--- src/rtl/frame_ram_arbiter.sv ---
// Frame RAM port owner: display fetch (2-cycle latency, absolute read priority), pixel RMW (ack at +3, +1 off-screen), full clear.
// Backpressure: pix_req stalls while display reads or a clear is running; display is never stalled.
module frame_ram_arbiter #(
   parameter int WIDTH  = 640,
   parameter int HEIGHT = 480
) (
   input  logic              Clk,
   input  logic              Reset,
   input  logic              disp_req,
   input  logic [9:0]        disp_x,
   output logic [HEIGHT-1:0] disp_data,
   output logic              disp_valid,
   input  logic              pix_req,
   input  logic [9:0]        pix_x,
   input  logic [8:0]        pix_y,
   input  logic              pix_val,
   output logic              pix_ack,
   output logic              pix_hit,
   input  logic              clr_start,
   output logic              clr_busy,
   output logic              ram_we,
   output logic [19:0]       ram_write_address,
   output logic [19:0]       ram_read_address,
   output logic [HEIGHT-1:0] ram_data_In,
   input  logic [HEIGHT-1:0] ram_data_Out
);

   localparam logic [9:0] WIDTH_L  = 10'(WIDTH);
   localparam logic [8:0] HEIGHT_L = 9'(HEIGHT);
   localparam logic [9:0] LAST_COL = 10'(WIDTH - 1);

   typedef enum logic [2:0] {S_IDLE, S_WAIT1, S_WAIT2, S_WRITE, S_CLEAR} state_t;

   state_t            state_q, state_d;
   logic [9:0]        rd_addr_q, rd_addr_d;
   logic [9:0]        wr_addr_q, wr_addr_d;
   logic [HEIGHT-1:0] wdata_q, wdata_d;
   logic              we_q, we_d;
   logic              ack_q, ack_d;
   logic              hit_q, hit_d;
   logic              busy_q, busy_d;
   logic [9:0]        cnt_q, cnt_d;
   logic [9:0]        x_q, x_d;
   logic [8:0]        y_q, y_d;
   logic              val_q, val_d;
   logic              dv1_q, dv1_d;
   logic              dv2_q, dv2_d;
   logic              pix_wall;

   assign pix_wall = (pix_x >= WIDTH_L) || (pix_y >= HEIGHT_L);

   always_ff @(posedge Clk or posedge Reset) begin
      if (Reset) begin
         state_q   <= S_IDLE;
         rd_addr_q <= '0;
         wr_addr_q <= '0;
         wdata_q   <= '0;
         we_q      <= 1'b0;
         ack_q     <= 1'b0;
         hit_q     <= 1'b0;
         busy_q    <= 1'b0;
         cnt_q     <= '0;
         x_q       <= '0;
         y_q       <= '0;
         val_q     <= 1'b0;
         dv1_q     <= 1'b0;
         dv2_q     <= 1'b0;
      end else begin
         state_q   <= state_d;
         rd_addr_q <= rd_addr_d;
         wr_addr_q <= wr_addr_d;
         wdata_q   <= wdata_d;
         we_q      <= we_d;
         ack_q     <= ack_d;
         hit_q     <= hit_d;
         busy_q    <= busy_d;
         cnt_q     <= cnt_d;
         x_q       <= x_d;
         y_q       <= y_d;
         val_q     <= val_d;
         dv1_q     <= dv1_d;
         dv2_q     <= dv2_d;
      end
   end

   always_comb begin
      state_d = state_q;
      case (state_q)
         S_IDLE: begin
            if (clr_start)                 state_d = S_CLEAR;
            else if (pix_req && pix_wall)  state_d = S_WRITE;
            else if (pix_req && !disp_req) state_d = S_WAIT1;
         end
         S_WAIT1: state_d = S_WAIT2;
         S_WAIT2: state_d = S_WRITE;
         S_WRITE: state_d = S_IDLE;
         S_CLEAR: if (cnt_q == LAST_COL) state_d = S_IDLE;
         default: state_d = S_IDLE;
      endcase
   end

   // Registered RAM-side outputs; the display path always wins the read address.
   always_comb begin
      rd_addr_d = disp_req ? disp_x : rd_addr_q;
      wr_addr_d = wr_addr_q;
      wdata_d   = wdata_q;
      we_d      = 1'b0;
      ack_d     = 1'b0;
      hit_d     = hit_q;
      busy_d    = 1'b0;
      cnt_d     = cnt_q;
      x_d       = x_q;
      y_d       = y_q;
      val_d     = val_q;
      dv1_d     = disp_req;
      dv2_d     = dv1_q;
      case (state_q)
         S_IDLE: begin
            if (clr_start) begin
               we_d      = 1'b1;
               wr_addr_d = '0;
               wdata_d   = '0;
               busy_d    = 1'b1;
               cnt_d     = '0;
            end else if (pix_req && pix_wall) begin
               ack_d = 1'b1;
               hit_d = 1'b1;
            end else if (pix_req && !disp_req) begin
               x_d       = pix_x;
               y_d       = pix_y;
               val_d     = pix_val;
               rd_addr_d = pix_x;
            end
         end
         S_WAIT2: begin
            wdata_d      = ram_data_Out;
            wdata_d[y_q] = val_q;
            wr_addr_d    = x_q;
            we_d         = 1'b1;
            hit_d        = ram_data_Out[y_q];
            ack_d        = 1'b1;
         end
         S_CLEAR: begin
            if (cnt_q != LAST_COL) begin
               we_d      = 1'b1;
               busy_d    = 1'b1;
               wdata_d   = '0;
               wr_addr_d = cnt_q + 10'd1;
               cnt_d     = cnt_q + 10'd1;
            end else begin
               cnt_d = '0;
            end
         end
         default: ;
      endcase
   end

   assign disp_data         = ram_data_Out;
   assign disp_valid        = dv2_q;
   assign pix_ack           = ack_q;
   assign pix_hit           = hit_q;
   assign clr_busy          = busy_q;
   assign ram_we            = we_q;
   assign ram_write_address = {10'd0, wr_addr_q};
   assign ram_read_address  = {10'd0, rd_addr_q};
   assign ram_data_In       = wdata_q;

endmodule
--- config.mk ---
export PLATFORM = sky130hd
export DESIGN_NAME = frame_ram_arbiter
export DESIGN_NICKNAME = d
export VERILOG_FILES = /design/src/rtl/frame_ram_arbiter.sv
export SDC_FILE = /design/constraint.sdc
export NUM_CORES = 2
export LEC_CHECK = 0
export CAP_MARGIN = 20
export CORE_AREA = 2 2 598 600
export CTS_CLUSTER_DIAMETER = 40
export DETAILED_ROUTE_END_ITERATION = 10
export DIE_AREA = 0 0 600 602
export HOLD_SLACK_MARGIN = 0.02
export SLEW_MARGIN = 20
export SYNTH_ARGS = -nofsm -noshare
export SYNTH_HDL_FRONTEND = slang
export SYNTH_SLANG_ARGS = --single-unit
--- constraint.sdc ---
create_clock -name Clk -period 20.2 [get_ports Clk]
set_clock_uncertainty 0.15 [all_clocks]
set_input_delay 3.03 -clock Clk [delete_from_list [all_inputs] [get_ports Clk]]
set_output_delay 3.03 -clock Clk [all_outputs]
set_load 0.01 [all_outputs]
* Word-level counts from Yosys, hierarchy flattened
Cells that the tools add are included.
** Cells by class
- Equal/unequal tests :: 11
- Bitwise logic cells :: 2
- Muxes and demuxes :: 33
- $lt $le $gt $ge :: 4
- $add $sub $neg :: 1
- Reductions and logical operators :: 14
** Operator list (number)
- 480-bit one-hot mux with 3 select lines :: 1
- 480-bit 2-to-1 mux :: 2
- 480-bit bitwise mux :: 1
- 10-bit 2-to-1 mux :: 8
- 10-bit one-hot mux with 3 select lines :: 1
- 10-bit one-hot mux with 2 select lines :: 1
- 3-bit 2-to-1 mux :: 4
- 3-bit one-hot mux with 4 select lines :: 1
- 10-bit by 1-bit adder with 10-bit output, second input constant :: 1
- 10-bit == test, second input constant :: 1
- 10-bit >= comparator, second input constant :: 1
- 9-bit by 10-bit < comparator with 1-bit output, second input constant :: 1
- 10-bit != test, second input constant :: 1
- 2-bit != test, second input constant :: 5
- 1-bit binary-select mux with 9-bit select :: 1
- 1-bit demux with 9-bit select :: 1
- 9-bit by 1-bit >= comparator with 1-bit output, second input constant :: 1
- 9-bit >= comparator, second input constant :: 1
- 1-bit 2-to-1 mux :: 8
- 1-bit one-hot mux with 2 select lines :: 3
- 3-bit AND reduction :: 2
- 4-bit != test, second input constant :: 1
- 2-bit AND reduction :: 2
- 4-bit AND reduction :: 1
- other kinds (11) :: 15
** Word-level totals
- Input bits :: 515
- Flip-flop bits (word level) :: 539
- Logic and storage cells :: 79

* Depth between registers and ports, before layout
- Depth in word-level cells :: 6
- Gate-level depth with buffers :: 12
- Depth with buffers taken out :: 9

* Worst setup path after synthesis
No wires, ideal clock.
- Path kind :: input port to output port
- Start :: input ram_data_Out[0]
- End :: output disp_data[0]
- Slack :: 13871 ps
- Path buffers :: 1
- Arrival :: 3149 ps
- Data required time :: 17020 ps
- Stages on the path :: 1
- Cell sequence :: buf_4
** RTL lines
- start: declaration :: line 25 : input logic [HEIGHT-1:0] ram_data_Out
- end: declaration :: line 11 : output logic [HEIGHT-1:0] disp_data,
No word-level cell between the ends.

* Final worst setup path
- Start :: input ram_data_Out[476]
- End :: output disp_data[476]
No word-level cell between the ends.

==> impl_metrics.tcl <==
set metrics [dict create \
    synth_edf_count 0 \
    ant_nets 0 \
    async_flop_share_pct 100 \
    antenna_found_initial 190 \
    syn-cell-area_um2 34600 \
    ir_drop_v 0.0000615 \
    critPathRequiredTime_ns 17.02 \
    power-per-cell-area_nw_per_um2 100 \
    cts_buffers 157 \
    path_class "input port to output port" \
    fmax_mhz 125 \
    wirelength_mm 395 \
    yosysWarnings 0 \
    drt_iter0_markers 4000 \
    holdPathStages 0 \
    clock-root-buffer "clkbuf_16" \
    ys.flop_type "dfrtp_1" \
    first_pass_iters 5 \
    fillerInstances 39700 \
    cts_tree "yes" \
    syn2layout_area_growth_pct 66.2 \
    via_per_inst 3.78 \
    synth_compound_area_share_pct 9.15 \
    num_rows 219 \
    register_area_um2 13500 \
    multi_input_area_um2 16300 \
    synthTopCellsByArea "dfrtp_1, mux2i_1, buf_4" \
    grt.total_usage_pct 21.0 \
    synth_xor_area_share_pct 0.202 \
    rsz0062_at_grt "no" \
    maxSlewHeadroom_pct 17.3 \
    crit_buf_inv 2 \
    holdBufCountCts 0 \
    dieWidth_um 600 \
    setup_tns_ns 0 \
    netlist_instances 3841 \
    ys_top_cells_by_count "nand2_1, dfrtp_1, o21ai_0" \
    worstHoldEndpoint "disp_valid" \
    cts_resized 0 \
    cp-end-kind "output port" \
    status "completed" \
    setup_viol 0 \
    synth.most_common_cell "nand2_1" \
    worstRegToRegCells 12 \
    drv_cap 0 \
    min_period_ns 8.01 \
    grt_pass1_wl_mm 473 \
    r2r_setup_slack_ns 14.31 \
    start_util_pct 9.76 \
    worstPathArrival_ns 4.83 \
    cts_setup_buffers 0 \
    leakage_nw 22.3 \
    hold_viol 0 \
    die_h_um 602 \
    yosysTopAreaCellShare_pct 39.0 \
    cp_slowest_stage_delay_ns 0.93 \
    seq_area_frac_synth_pct 39.0 \
    hp-start "dv1_q" \
    pin_count 1520 \
    r2r-end "ram_data_In[320]" \
    total_power_w 0.00577 \
    drc 0 \
    yosysTopAreaCell "dfrtp_1" \
    grt_pass1_vias 34500 \
    slowest_stage "clkdlybuf4s50_1" \
    critPathLaunchType "input port" \
    dpl.hpwl_mm 322 \
    drive_above_1_share_pct 11.9 \
    finalMaxSlewViolations 0 \
    wl_per_cell_um 40.4 \
    path_cells "clkdlybuf4s50_1 > clkdlybuf4s50_1" \
    overflow 0 \
    tightest_slew_ns 1.23 \
    synth-simple-area-share_pct 14.5 \
    numPortBuffers 1499 \
    period_share_pct 39.6 \
    worst-path-max-fanout 3 \
    htree_levels 4 \
    crit_family "buffers and inverters" \
    layout.nets 5376 \
    cts_sinks 539 \
    synth_mux_area_share_pct 22.3 \
    ys_ff_latch 539 \
    rr_startpoint "cnt_q[0]" \
    clock_latency_ns 0.85 \
    synth.distinct_cells 64 \
    routabilityCongestion 0.935 \
    core_um2 355000 \
    avgSynthCellArea_um2 9.01 \
    dieArea_um2 361000 \
    vias 37000 \
    clkTransAtPathRegs_ns 0.04 \
    synth_top_family_by_area "multiplexers" \
    grt_max_degree 166 \
    synthAdderAreaFrac_pct 0.0361 \
    hp-class "flip-flop to flip-flop" \
    crit_top_cell "clkdlybuf4s50_1" \
    cts_buffer_depth 4 \
]
## state kept, by name, summed over array words and instances (netlist names), 3 cells and up
signal and flops:
rd_addr_q 10, y_q 9, cnt_q 10, ram_data_In 480, wr_addr_q 10, state_q 3, x_q 10
## through the flow
stage	instance area [µm²]	setup WS [ns]	hold WS (ns)	utilization [%]	std cells
floorplan	34700	1.95	0.181	-	3860
global placement	51800	12.05	0.182	14.6	9448
detailed placement	51900	12.09	0.195	14.6	9452
CTS	57400	12.07	0.204	16.2	9735
global route	57400	12.17	0.224	16.2	9754
finish	57500	12.19	0.208	16.2	9791
## worst max-delay path by stage
stage / from / end / slack [ns] / cells past startpoint
floorplan: Reset / clr_busy / 1.95 / 1
global placement: ram_data_Out[478] / disp_data[478] / 12.05 / 2
detailed placement: ram_data_Out[61] / disp_data[61] / 12.09 / 2
CTS: ram_data_Out[61] / disp_data[61] / 12.07 / 2
global route: ram_data_Out[478] / disp_data[478] / 12.17 / 2
finish: ram_data_Out[476] / disp_data[476] / 12.19 / 2
## report_power, final
part	leakage (nW)	internal, W	switching (W)
logic	12.2	0.000570	0.00132
clock network	2.66	0.00177	0.000887
registers	7.44	0.00112	0.000100
## layout by cell type, fill, tap and decap left out, drive strengths merged, types with 16 or more instances in the layout
| cell | count |
|---|---|
| mux4 | 109 |
| buf | 139 |
| nor2b | 17 |
| o21ai | 517 |
| diode | 56 |
| mux2 | 16 |
| conb | 20 |
| clkdlybuf4s50 | 1499 |
| clkbuf | 204 |
| dfrtp | 539 |
| nand2 | 831 |
| nand3 | 30 |
| mux2i | 508 |
| clkinv | 39 |
| bufinv | 18 |
| inv | 16 |
| nor2 | 307 |
## cell type report
cell class              count  area share [%]
clock inverters            79            1.86
inverters                   9          0.0718
clock buffers             204            7.68
diodes                     56           0.244
well taps                4751            10.3
flip-flops and latches    539            23.5
repair buffers           1638            28.0
multi-input cells        2515            28.3
## metal layers
layer	global-route usage [%]	wire, µm
met1	25.1	155000
met2	34.4	185000
met3	8.07	41100
met4	6.70	13700
met5	0	379
## cell families (layout without fill, tap and decap cells)
logic type               after synthesis  in the layout
AO/OA/AOI/OAI                        594            594
XOR/XNOR                               8              8
adder cells (fa/ha/maj)                1              1
buffers and inverters                806           1930
flip-flops                           539            539
multiplexers                         633            633
other                                  1             76
AND/OR/NAND/NOR                     1259           1259
(Power assumes the default switching activity.)
